$ cat src/rtl/mem_access_pkg.sv
// ============================================================================
// mem_access_pkg : shared encodings for the data-memory access unit
// Rev 1.0
// ============================================================================
`default_nettype none

package mem_access_pkg;

  localparam int MEM_BYTES_DEF = 128;

  localparam logic [1:0] SZ_BYTE = 2'b00;
  localparam logic [1:0] SZ_HALF = 2'b01;
  localparam logic [1:0] SZ_WORD = 2'b10;

  typedef enum logic [1:0] {
    ST_IDLE = 2'd0,
    ST_RD   = 2'd1,
    ST_WR   = 2'd2,
    ST_DONE = 2'd3
  } state_e;

endpackage

`default_nettype wire

$ cat src/rtl/mem_lane_align.sv
// ============================================================================
// mem_lane_align : big-endian lane extract/extend for loads, lane merge for stores
// Rev 1.0
// ============================================================================
`default_nettype none

module mem_lane_align
  import mem_access_pkg::*;
(
  input  logic [31:0] word_in,
  input  logic [1:0]  off,
  input  logic [1:0]  size,
  input  logic        sign_ext,
  input  logic [31:0] wdata,
  output logic [31:0] load_data,
  output logic [31:0] store_word
);

  logic [7:0]  byte_v;
  logic [15:0] half_v;

  always_comb begin
    byte_v = word_in[31:24];
    case (off)
      2'd0:    byte_v = word_in[31:24];
      2'd1:    byte_v = word_in[23:16];
      2'd2:    byte_v = word_in[15:8];
      default: byte_v = word_in[7:0];
    endcase
    half_v = off[1] ? word_in[15:0] : word_in[31:16];

    case (size)
      SZ_BYTE: load_data = {{24{sign_ext & byte_v[7]}}, byte_v};
      SZ_HALF: load_data = {{16{sign_ext & half_v[15]}}, half_v};
      default: load_data = word_in;
    endcase

    // Untouched lanes keep the word read back from memory.
    store_word = word_in;
    case (size)
      SZ_BYTE: begin
        case (off)
          2'd0:    store_word[31:24] = wdata[7:0];
          2'd1:    store_word[23:16] = wdata[7:0];
          2'd2:    store_word[15:8]  = wdata[7:0];
          default: store_word[7:0]   = wdata[7:0];
        endcase
      end
      SZ_HALF: begin
        if (off[1]) store_word[15:0]  = wdata[15:0];
        else        store_word[31:16] = wdata[15:0];
      end
      default: store_word = wdata;
    endcase
  end

endmodule

`default_nettype wire

$ cat src/rtl/mem_access_unit.sv
// ============================================================================
// mem_access_unit : load/store sequencer for a big-endian 32-bit data memory
// Rev 1.0
// ============================================================================
`default_nettype none

module mem_access_unit
  import mem_access_pkg::*;
#(
  parameter int MEM_BYTES = MEM_BYTES_DEF
) (
  input  logic        clk,
  input  logic        rst,
  input  logic        req,
  input  logic        we,
  input  logic [1:0]  size,
  input  logic        sign_ext,
  input  logic [31:0] addr,
  input  logic [31:0] wdata,
  output logic        busy,
  output logic        done,
  output logic        err,
  output logic [31:0] rdata,
  output logic [31:0] mem_addr,
  output logic [31:0] mem_wdata,
  output logic        mem_rd,
  output logic        mem_wr,
  input  logic [31:0] mem_rdata
);

  state_e      state_q, state_d;
  logic        we_q, we_d;
  logic [1:0]  size_q, size_d;
  logic        sext_q, sext_d;
  logic [1:0]  off_q, off_d;
  logic [31:0] wdata_q, wdata_d;
  logic        err_q, err_d;
  logic [31:0] rdata_q, rdata_d;
  logic [31:0] mem_addr_q, mem_addr_d;
  logic [31:0] mem_wdata_q, mem_wdata_d;

  logic [31:0] aligned_addr;
  logic [32:0] last_byte;
  logic        align_err;
  logic        range_err;
  logic [31:0] load_data;
  logic [31:0] store_word;

  assign aligned_addr = {addr[31:2], 2'b00};
  assign last_byte    = {1'b0, aligned_addr} + 33'd3;
  assign range_err    = last_byte >= 33'(MEM_BYTES);

  always_comb begin
    align_err = 1'b0;
    case (size)
      SZ_BYTE: align_err = 1'b0;
      SZ_HALF: align_err = addr[0];
      SZ_WORD: align_err = |addr[1:0];
      default: align_err = 1'b1;
    endcase
  end

  mem_lane_align u_align (
    .word_in    (mem_rdata),
    .off        (off_q),
    .size       (size_q),
    .sign_ext   (sext_q),
    .wdata      (wdata_q),
    .load_data  (load_data),
    .store_word (store_word)
  );

  always_comb begin
    state_d     = state_q;
    we_d        = we_q;
    size_d      = size_q;
    sext_d      = sext_q;
    off_d       = off_q;
    wdata_d     = wdata_q;
    err_d       = err_q;
    rdata_d     = rdata_q;
    mem_addr_d  = mem_addr_q;
    mem_wdata_d = mem_wdata_q;

    case (state_q)
      ST_IDLE: begin
        if (req) begin
          we_d       = we;
          size_d     = size;
          sext_d     = sign_ext;
          off_d      = addr[1:0];
          wdata_d    = wdata;
          mem_addr_d = aligned_addr;
          err_d      = align_err | range_err;
          if (align_err | range_err) begin
            state_d = ST_DONE;
          end else if (we && (size == SZ_WORD)) begin
            mem_wdata_d = wdata;
            state_d     = ST_WR;
          end else begin
            state_d = ST_RD;
          end
        end
      end
      ST_RD: begin
        // The merged word is registered here so it is settled for the whole WR cycle.
        if (we_q) begin
          mem_wdata_d = store_word;
          state_d     = ST_WR;
        end else begin
          rdata_d = load_data;
          state_d = ST_DONE;
        end
      end
      ST_WR:   state_d = ST_DONE;
      ST_DONE: state_d = ST_IDLE;
      default: state_d = ST_IDLE;
    endcase
  end

  always_ff @(posedge clk) begin
    if (rst) begin
      state_q     <= ST_IDLE;
      we_q        <= 1'b0;
      size_q      <= SZ_BYTE;
      sext_q      <= 1'b0;
      off_q       <= 2'd0;
      wdata_q     <= 32'd0;
      err_q       <= 1'b0;
      rdata_q     <= 32'd0;
      mem_addr_q  <= 32'd0;
      mem_wdata_q <= 32'd0;
    end else begin
      state_q     <= state_d;
      we_q        <= we_d;
      size_q      <= size_d;
      sext_q      <= sext_d;
      off_q       <= off_d;
      wdata_q     <= wdata_d;
      err_q       <= err_d;
      rdata_q     <= rdata_d;
      mem_addr_q  <= mem_addr_d;
      mem_wdata_q <= mem_wdata_d;
    end
  end

  assign busy      = (state_q != ST_IDLE);
  assign done      = (state_q == ST_DONE);
  assign err       = (state_q == ST_DONE) & err_q;
  assign mem_rd    = (state_q == ST_RD);
  assign mem_wr    = (state_q == ST_WR);
  assign rdata     = rdata_q;
  assign mem_addr  = mem_addr_q;
  assign mem_wdata = mem_wdata_q;

endmodule

`default_nettype wire

$ cat config.mk
export PLATFORM = sky130hd
export DESIGN_NAME = mem_access_unit
export DESIGN_NICKNAME = d
export VERILOG_FILES = /design/src/rtl/mem_access_pkg.sv /design/src/rtl/mem_lane_align.sv /design/src/rtl/mem_access_unit.sv
export SDC_FILE = /design/constraint.sdc
export NUM_CORES = 1
export LEC_CHECK = 0
export CELL_PAD_IN_SITES_DETAIL_PLACEMENT = 0
export CELL_PAD_IN_SITES_GLOBAL_PLACEMENT = 1
export CORE_MARGIN = 2
export CORE_UTILIZATION = 46
export DETAILED_ROUTE_END_ITERATION = 7
export DONT_BUFFER_PORTS = 1
export PLACE_DENSITY_LB_ADDON = 0.3
export SYNTH_ARGS = -nofsm -noshare
export SYNTH_HDL_FRONTEND = slang
export SYNTH_SLANG_ARGS = --single-unit
$ cat constraint.sdc
create_clock -name clk -period 2 [get_ports clk]
set_input_delay 0.2 -clock clk [delete_from_list [all_inputs] [get_ports clk]]
set_output_delay 0.2 -clock clk [all_outputs]
set_load 0.01 [all_outputs]
-- Word-level counts from Yosys, hierarchy flattened
Index checks and enable logic that the tools add are counted.
- $add $sub $neg: 1
- $mul: 0
- div/mod/pow operators: 0
- magnitude comparators: 1
- eq/ne operators: 12
- shifts and indexed selects: 0
- muxes and demuxes: 21
- bitwise operators: 5
- reductions and logical operators: 12
- operators by type and width (cell ; count):
    32-bit case mux with 2 select lines ; 3
    32-bit two-way mux ; 4
    16-bit two-way mux ; 3
    32-bit by 2-bit adder with 33-bit output (second input constant) ; 1
    33-bit by 8-bit greater-or-equal comparator with 1-bit output (second input constant) ; 1
    8-bit two-way mux ; 4
    8-bit case mux with 3 select lines ; 1
    2-bit by 1-bit equality test with 1-bit output (second input constant) ; 4
    2-bit equality test (second input constant) ; 4
    2-bit logical NOT ; 4
    2-bit case mux with 4 select lines ; 1
    2-bit two-way mux ; 3
    2-bit != test (second input constant) ; 3
    5-bit AND reduction ; 1
    2-bit AND reduction ; 2
    2-bit nonzero test ; 2
    1-bit AND ; 3
    1-bit case mux with 3 select lines ; 1
    3-bit OR reduction ; 1
    2-bit by 1-bit != test with 1-bit output (second input constant) ; 1
    2-bit OR reduction ; 1
    1-bit logical AND ; 1
    1-bit two-way mux ; 1
    1-bit inverter ; 1
    1-bit bitwise OR ; 1
- register bits after elaboration: 135
- latch bits: 0
- memory bits (writable): 0
- bits in read-only memories: 0
- output and inout bits: 101
- word-level logic and storage cells: 62
- memories kept: 0

-- Logic depth before layout (Yosys ltp)
Gate-level depths: netlist of the first run.
- word-level depth: 6
- depth in mapped cells: 8
- depth with buffers taken out: 6

-- Hierarchy
A second synthesis of the first run with hierarchy kept.
- cell total of the unflattened synthesis: 897
- area total of the unflattened synthesis: 7313.3 µm²
- modules (own cells, without submodules) (module ; times used ; cells each ; area each (µm²)):
    mem_access_unit ; 1 ; 655 ; 5591.6
    mem_lane_align ; 1 ; 242 ; 1721.7

-- Least setup slack after synthesis of the first run
No wires, ideal clock.
- path kind: flip-flop to flip-flop
- start: register state_q[1]
- end: register mem_wdata_q[10] (netlist: mem_wdata[10])
- setup time: 72 ps
- arrival: 1704 ps
- data required time: 1928 ps
- setup slack: 224 ps
- cell stages (with the launch flop): 8
- path buffers: 2
- period minus slack after synthesis: 1776 ps
- cells stage by stage: dfxtp_1 -> inv_1 -> ha_1 -> buf_2 -> buf_1 -> nor2_1 -> a311o_1 -> mux2i_1
- longest elaborated chain between the ends: 3
- elaborated cells on any way between the ends: 9
- classes of those cells: eq/ne (5); mux (1); reduce/logical (3)
- ends and longest elaborated chain (what ; RTL line ; source):
    start, declared ; mem_access_unit.sv:31 ; state_e state_q, state_d;
    start signal, assigned ; mem_access_unit.sv:134 ; state_q <= state_d;
    2-bit by 1-bit equality test with 1-bit output (*) ; -- ;
    via mem_rd ; mem_access_unit.sv:26 ; output logic mem_rd,
    2-bit by 1-bit != test with 1-bit output (no source line) or 2-bit nonzero test (tied branches) ; -- ;
    5-bit AND reduction (no source line) ; -- ;
    end signal, assigned ; mem_access_unit.sv:143 ; mem_wdata_q <= mem_wdata_d;
    end, declared ; mem_access_unit.sv:40 ; logic [31:0] mem_wdata_q, mem_wdata_d;
The timed path passes the listed nets; every way through them passes the cells marked *.
A chain may end at the register's enable or synchronous reset.

-- Worst setup path after layout of the first run
- start: register off_q[1]
- end: register rdata_q[13] (netlist: rdata[13])
- longest elaborated chain between the ends: 4
- elaborated cells on any way between the ends: 7
- classes of those cells: eq/ne (2); mux (3); bitwise (1); reduce/logical (1)
- ends and longest elaborated chain (what ; RTL line ; source):
    start, declared ; mem_access_unit.sv:35 ; logic [1:0] off_q, off_d;
    start signal, assigned ; mem_access_unit.sv:127 ; off_q <= 2'd0;
    start signal, assigned ; mem_access_unit.sv:138 ; off_q <= off_d;
    2-bit equality test (tied with other cells) ; mem_lane_align.sv:24 ; case (off)
    8-bit case mux with 3 select lines ; mem_lane_align.sv:24 ;
    1-bit AND ; mem_lane_align.sv:33 ; SZ_BYTE: load_data = {{24{sign_ext & byte_v[7]}}, byte_v};
    32-bit case mux with 2 select lines (*) ; mem_lane_align.sv:32 ; case (size)
    end signal, assigned ; mem_access_unit.sv:141 ; rdata_q <= rdata_d;
    end, declared ; mem_access_unit.sv:38 ; logic [31:0] rdata_q, rdata_d;
Every way passes the cells marked *; elsewhere a longest branch is shown, timed or not.

==> out/qor.yml, run 1 <==
status:
  status: "finished, violations left"
  violations: "negative hold slack"
routing:
  drc: 0
  met2WireLength_mm: 10.2
  dr_wl_met3_mm: 1.97
  firstDrtPassIters: 5
  drt_iter0_drc: 650
  wl_per_cell_um: 20.2
  wirelength_mm: 21.8
  top_layer_used: "met4"
  viasPerCell: 6.01
  vias: 6488
  wl_met1_mm: 9.17
  ant_nets: 0
synth:
  async_reset_ff_share_pct: 0
  yosysUniqueCellTypes: 52
  synth_ff_type: "dfxtp_1"
  yosys_warnings: 0
  avgSynthCellArea_um2: 8.18
  synth_area_mm2: 0.00691
  ys_seq_area_share_pct: 39.1
  synth-seq-cells: 135
  synth_edf_count: 0
  syn_inst: 844
sta:
  fmax_mhz: 535
  setup_viol: 0
  finalHoldWorstSlack_ns: -0.155
  rsz0062_at_grt: "yes"
  slew_viol_final: 0
  fin_crit_sh_pct: 93.5
  period_needed_ns: 1.87
  fin_skew_ns: 0.0174
  hold_viol_final: 74
global_route:
  grt_pass1_wl_mm: 32.8
  grt_overflow: 0
  grt_max_degree: 168
  antenna_found_initial: 1
  track_usage_pct: 26.0
  grt_pass1_vias: 6074
clocking:
  clock_latency_ns: 0.43
  cts_tree: "yes"
  clk_pin_slew_ns: 0.06
  cts.htree.levels: 4
  clock-sinks: 135
  cts_root_buf: "clkbuf_16"
  numCtsBuffers: 17
  clockBufferDepth: 2
placed_design:
  port_buffers: 0
  dpl_cell_area_mm2: 0.00704
  dpl.hpwl_mm: 14.8
  gp_congestion: 0.881
floorplan:
  coreArea_mm2: 0.0146
  die_x_um: 127
  io-pin-count: 204
  die_h_um: 127
  start_util_pct: 47.3
  rows: 44
  die_area_mm2: 0.0160
setup_path:
  cpMaxStageDelayCell: "dfxtp_1"
  slowest_delay_ns: 0.53
  worst-path-max-fanout: 8
  crit_required_ns: 2.29
  crit_family: "flip-flops"
  cp.arrival_ns: 2.16
  critical_path.startpoint_type: "flop"
  path_class: "flop to flop"
  path_cells: "mux2i_1 -> nor2b_2 -> nor3b_4 -> a31oi_2 -> a211oi_1"
  worstSetupEndpointType: "flop"
  cp_num_buf_inv: 0
layout:
  utilization_pct: 57.0
  layout_common_cells: "nand2_1 (199), dfxtp_1 (134), a21oi_1 (84)"
  drive_gt1_share_pct: 10.8
  fin_area_mm2: 0.00831
  final_nets: 992
  diodes: 0
  layout_commonest_cell: "nand2_1"
  syn2layout_area_growth_pct: 20.4
pwr:
  power.density_mw_per_mm2: 1200
  p_total_uw: 10000
  ir_drop_mv: 0.738
  leakage_uw: 0.00313
job:
  drv_cap: 0
min_path:
  min_path_type: "primary input to flop"
cell type report:
class | count | area [um^2]
sequential | 135 | 2700
inverter | 6 | 22.5
tap | 184 | 230
clock inverter | 10 | 105
clock buffer | 21 | 450
multi-input combinational | 632 | 3820
timing repair buffer | 92 | 976
fill | 1315 | 6280
routing by layer:
layer  vias up  track usage, %
met2       265            41.1
met3        32            9.70
met4         0            9.24
met1      3157            32.5
li1       3034               -
met5         -               0
Yosys cell counts (8+ instances only):
cell type	count	area share, %
a211oi_1	24	2.6
a311o_1	31	4.5
clkbuf_1	45	2.4
nand2_1	200	11
a221oi_1	11	1.4
buf_2	9	0.65
a21oi_1	84	6.1
buf_6	8	1.3
a22oi_1	15	1.6
dfxtp_1	135	39
nor2_1	68	3.7
mux2i_1	43	6.2
o21ai_0	8	0.58
nand2b_1	36	3.3
nor3_1	10	0.72
a22o_1	15	1.9
mux2_2	24	3.9
metrics by stage:
step	setup TNS, ns	worst slack [ns]	cells	hold slack (ns)
floorplan	0	0.224	845	0.336
global placement	0	0.208	980	0.283
detailed placement	0	0.140	980	0.283
CTS	0	0.127	1036	-0.171
global route	-0.0184	-0.0172	1080	-0.168
finish	0	0.130	1080	-0.155
worst reg2reg max path, stage by stage, from the launching register on:
cell and delay (ns):
dfxtp_1 0.53, mux2i_1 0.33, nor2b_2 0.26, nor3b_4 0.07, a31oi_2 0.39, a211oi_1 0.14
registers in the layout, indices dropped and copies added, names as in the netlist:
name and flops:
off_q 2, sext_q 1, wdata_q 32, err_q 1, mem_wdata 32, mem_addr 30, rdata 32, size_q 2
state_q 2, we_q 1
final timing paths:
| kind | startpoint | endpoint | slack (ns) | cells after the start |
|---|---|---|---|---|
| min reg2reg | wdata_q[27] | wdata_q[27] | 0.46 | 2 |
| max reg2reg | off_q[1] | rdata[13] | 0.13 | 5 |
| min | rst | wdata_q[19] | -0.16 | 1 |
| max | off_q[1] | rdata[13] | 0.13 | 5 |
where the power goes:
group / internal [uW] / switching, uW / leakage, uW
Clock: 1840 / 1120 / 0.000272
Combinational: 1360 / 1910 / 0.00176
Sequential: 3210 / 570 / 0.00110
logic make-up (layout without fill, tap and decap cells):
group | count (synthesis) | count (layout) | synth area share [%]
simple gates | 352 | 352 | 22.7
compound gates | 206 | 206 | 21.3
flops | 135 | 135 | 39.1
buf+inv | 78 | 129 | 5.76
mux | 67 | 67 | 10.1
fa+ha+maj | 5 | 5 | 0.906
other cells | 1 | 2 | 0.0543
what timing repair did:
action / 4_1_cts / 5_1_grt
endpoints found under the hold margin: 132 / 105
setup buffers: 0 / 1
hold buffers: 25 / 42
setup endpoints to repair: 0 / 4
gates resized for setup: 0 / 1
(Power assumes the default switching activity.)
==> run 2: changes to the inputs <==
- ABC_AREA: default -> 1
- CORE_UTILIZATION: 46 -> 44
==> out/qor.yml, run 2 <==
status:
  status: "completed"
setup_path:
  crit_required_ns: 2.31  # +0.02 ns
  cp.arrival_ns: 2.15  # about the same
  worstSetupEndpointType: "flop"
  path_class: "flop to flop"
  critical_path.startpoint_type: "flop"
  worst-path-max-fanout: 9  # +1
clocking:
  clock_latency_ns: 0.43  # about the same
  cts_root_buf: "clkbuf_16"
  clock-sinks: 135  # unchanged
  clockBufferDepth: 2  # unchanged
  cts.htree.levels: 4  # unchanged
  cts_tree: "yes"
  clk_pin_slew_ns: 0.06  # about the same
  numCtsBuffers: 17  # unchanged
synth:
  synth.top_cells.by_count: "nor2_1 (222), nand2_1 (169), o21ai_0 (151)"
  avgSynthCellArea_um2: 6.57  # -20%
  yosysUniqueCellTypes: 38  # -27%
  synth_area_leaders: "dfxtp_1 (39%), nor2_1 (12%), o21ai_0 (11%), nand2_1 (9.2%), a21oi_1 (6.9%)"
  yosys_warnings: 0  # unchanged
  synth-seq-cells: 135  # unchanged
  syn_inst: 1055  # +25%
  synth_ff_type: "dfxtp_1"
  ys_seq_area_share_pct: 39.0  # -0.12 points
  synth_largest_area_cell: "dfxtp_1"
  synth_area_mm2: 0.00693  # +0.31%
  synth_most_common_cell: "nor2_1"
  yosys.area.top_type_share_pct: 39.0  # -0.12 points
  synth_edf_count: 0  # unchanged
  async_reset_ff_share_pct: 0  # unchanged
global_route:
  grt_max_degree: 52  # -69%
  track_usage_pct: 28.5  # +2.6 points
  grt_pass1_vias: 6844  # +13%
  grt_pass1_wl_mm: 36.7  # +12%
  grt_overflow: 0  # unchanged
  antenna_found_initial: 0  # -1
sta:
  slew_viol_final: 0  # unchanged
  fin_skew_ns: 0.00747  # -0.00990 ns
  rsz0062_at_grt: "yes"
  period_needed_ns: 1.84  # -0.0284 ns
  fmax_mhz: 543  # +1.5%
  fin_crit_sh_pct: 92.1  # -1.4 points
  tightest_slew_ns: 0.935
  slew-limit-headroom_pct: 37.4
  hold_viol_final: 0  # -100%
  setup_viol: 0  # unchanged
routing:
  drt_iter0_drc: 683  # +5.1%
  drc: 0  # unchanged
  vias: 7269  # +12%
  ant_nets: 0  # unchanged
  wl_per_cell_um: 18.1  # -11%
  viasPerCell: 5.41  # -9.9%
  wirelength_mm: 24.3  # +11%
  firstDrtPassIters: 6  # +1
pwr:
  ir_drop_mv: 0.951  # +29%
  swShare_pct: 41.9  # +5.9 points
  leakage_uw: 0.00377  # +20%
  sequentialPowerShare_pct: 33.6  # -4.1 points
  pwr-share-comb_pct: 42.2  # +9.6 points
  pwr-share-clk_pct: 24.2  # -5.4 points
  power.density_mw_per_mm2: 1580  # +31%
  p_switching_uw: 5720  # +59%
  p_int_uw: 7950  # +24%
placed_design:
  dpl.hpwl_mm: 16.6  # +12%
  place_inst: 1232  # +26%
  port_buffers: 0  # unchanged
  gp_congestion: 0.922  # +4.6%
job:
  drv_cap: 0  # unchanged
floorplan:
  start_util_pct: 45.2  # -2.1 points
  die_area_mm2: 0.0168  # +4.7%
  io-pin-count: 204  # unchanged
  die_h_um: 129  # +2.3%
  coreArea_mm2: 0.0153  # +5.0%
  rows: 45  # +2.3%
  die_x_um: 129  # +2.3%
layout:
  final_nets: 1227  # +24%
  utilization_pct: 56.6  # -0.36 points
  layout_common_cells: "nor2_1 (222), nand2_1 (168), o21ai_0 (150)"
  layout_commonest_cell: "nor2_1"
  drive_gt1_share_pct: 8.92  # -1.9 points
  diodes: 0  # unchanged
  layoutNonFillerInstCount: 1343  # +24%
  syn2layout_area_growth_pct: 25.2
min_path:
  min_path_type: "primary input to flop"
[run 2: cell types whose count changed after synthesis, moves of 18 or more]
cell	previous run	this run
mux2i_1	43	2
nand3_1	7	42
a211oi_1	24	1
nand2b_1	36	0
o21ai_0	8	151
nand2_1	200	169
mux2_2	24	0
a311o_1	31	0
inv_1	6	79
o211ai_1	1	19
nor2_1	68	222
[run 2: logic make-up after synthesis]
logic type	synth area share (%)
AOI/OAI and AO/OA	23.8
adders and majority gates	0.903
buffers and inverters	9.23
DFF	39.0
muxes	0.289
other	0.0541
and+or+nand+nor	26.7
[run 2: what timing repair did]
item	4_1_cts	5_1_grt
hold endpoints to repair	89	0
endpoints found under the setup margin	0	21
hold buffers	73	0
setup buffers	0	5
gates resized for setup	0	5
[run 2: layout make-up]
cell class,instances,area (um^2)
fill,1516,6640
multi-input combinational,768,3600
sequential,135,2700
timing repair buffer,114,1170
clock buffer,25,505
inverter,83,318
tap,211,264
clock inverter,7,115
[run 2: per-layer routing]
layer  GRT usage [%]  part of all wire (%)  vias up
met5               0                     0        -
met4            11.6                   3.4        0
met2            46.5                    46      315
li1                -                     -     3587
met3            8.22                   8.6       56
met1            35.6                    42     3311
[run 2: per-stage QoR]
stage	worst slack (ns)	hold WS, ns	power, uW	instance area, um^2	setup TNS [ns]
after floorplan	0.202	0.348	8390	6930	0
after global placement	0.176	0.275	9950	7240	0
after detailed placement	0.102	0.278	10000	7240	0
after CTS	0.0881	0.00457	13400	8590	0
after global routing	-0.0141	0.0542	14600	8670	-0.0174
final	0.158	0.0187	13700	8670	0
[run 2: critical path, cell delays in order, from the launching register on]
cell and delay, ns:
dfxtp_1 0.33, inv_1 0.10, ha_2 0.28, inv_2 0.09, nor2_4 0.24, clkinvlp_4 0.20
buf_12 0.17, a211oi_1 0.21, a21oi_1 0.10
[run 2: path summary, 6_finish.rpt]
path | slack, ns | cells past startpoint | end | startpoint
hold reg to reg | 0.48 | 2 | wdata_q[23] | wdata_q[23]
hold / removal | 0.02 | 2 | size_q[0] | size[0]
setup reg to reg | 0.16 | 8 | rdata[9] | state_q[1]
setup / recovery | 0.16 | 8 | rdata[9] | state_q[1]
[run 2: power groups by stage]
| stage | clock network (uW) | registers (uW) | logic, uW |
|---|---|---|---|
| after CTS | 3350 | 4600 | 5490 |
| after floorplan | 0 | 4420 | 3970 |
| final | 3310 | 4600 | 5770 |
| after global placement | 0 | 4650 | 5300 |
| after global routing | 3450 | 4710 | 6470 |
| after detailed placement | 0 | 4650 | 5350 |
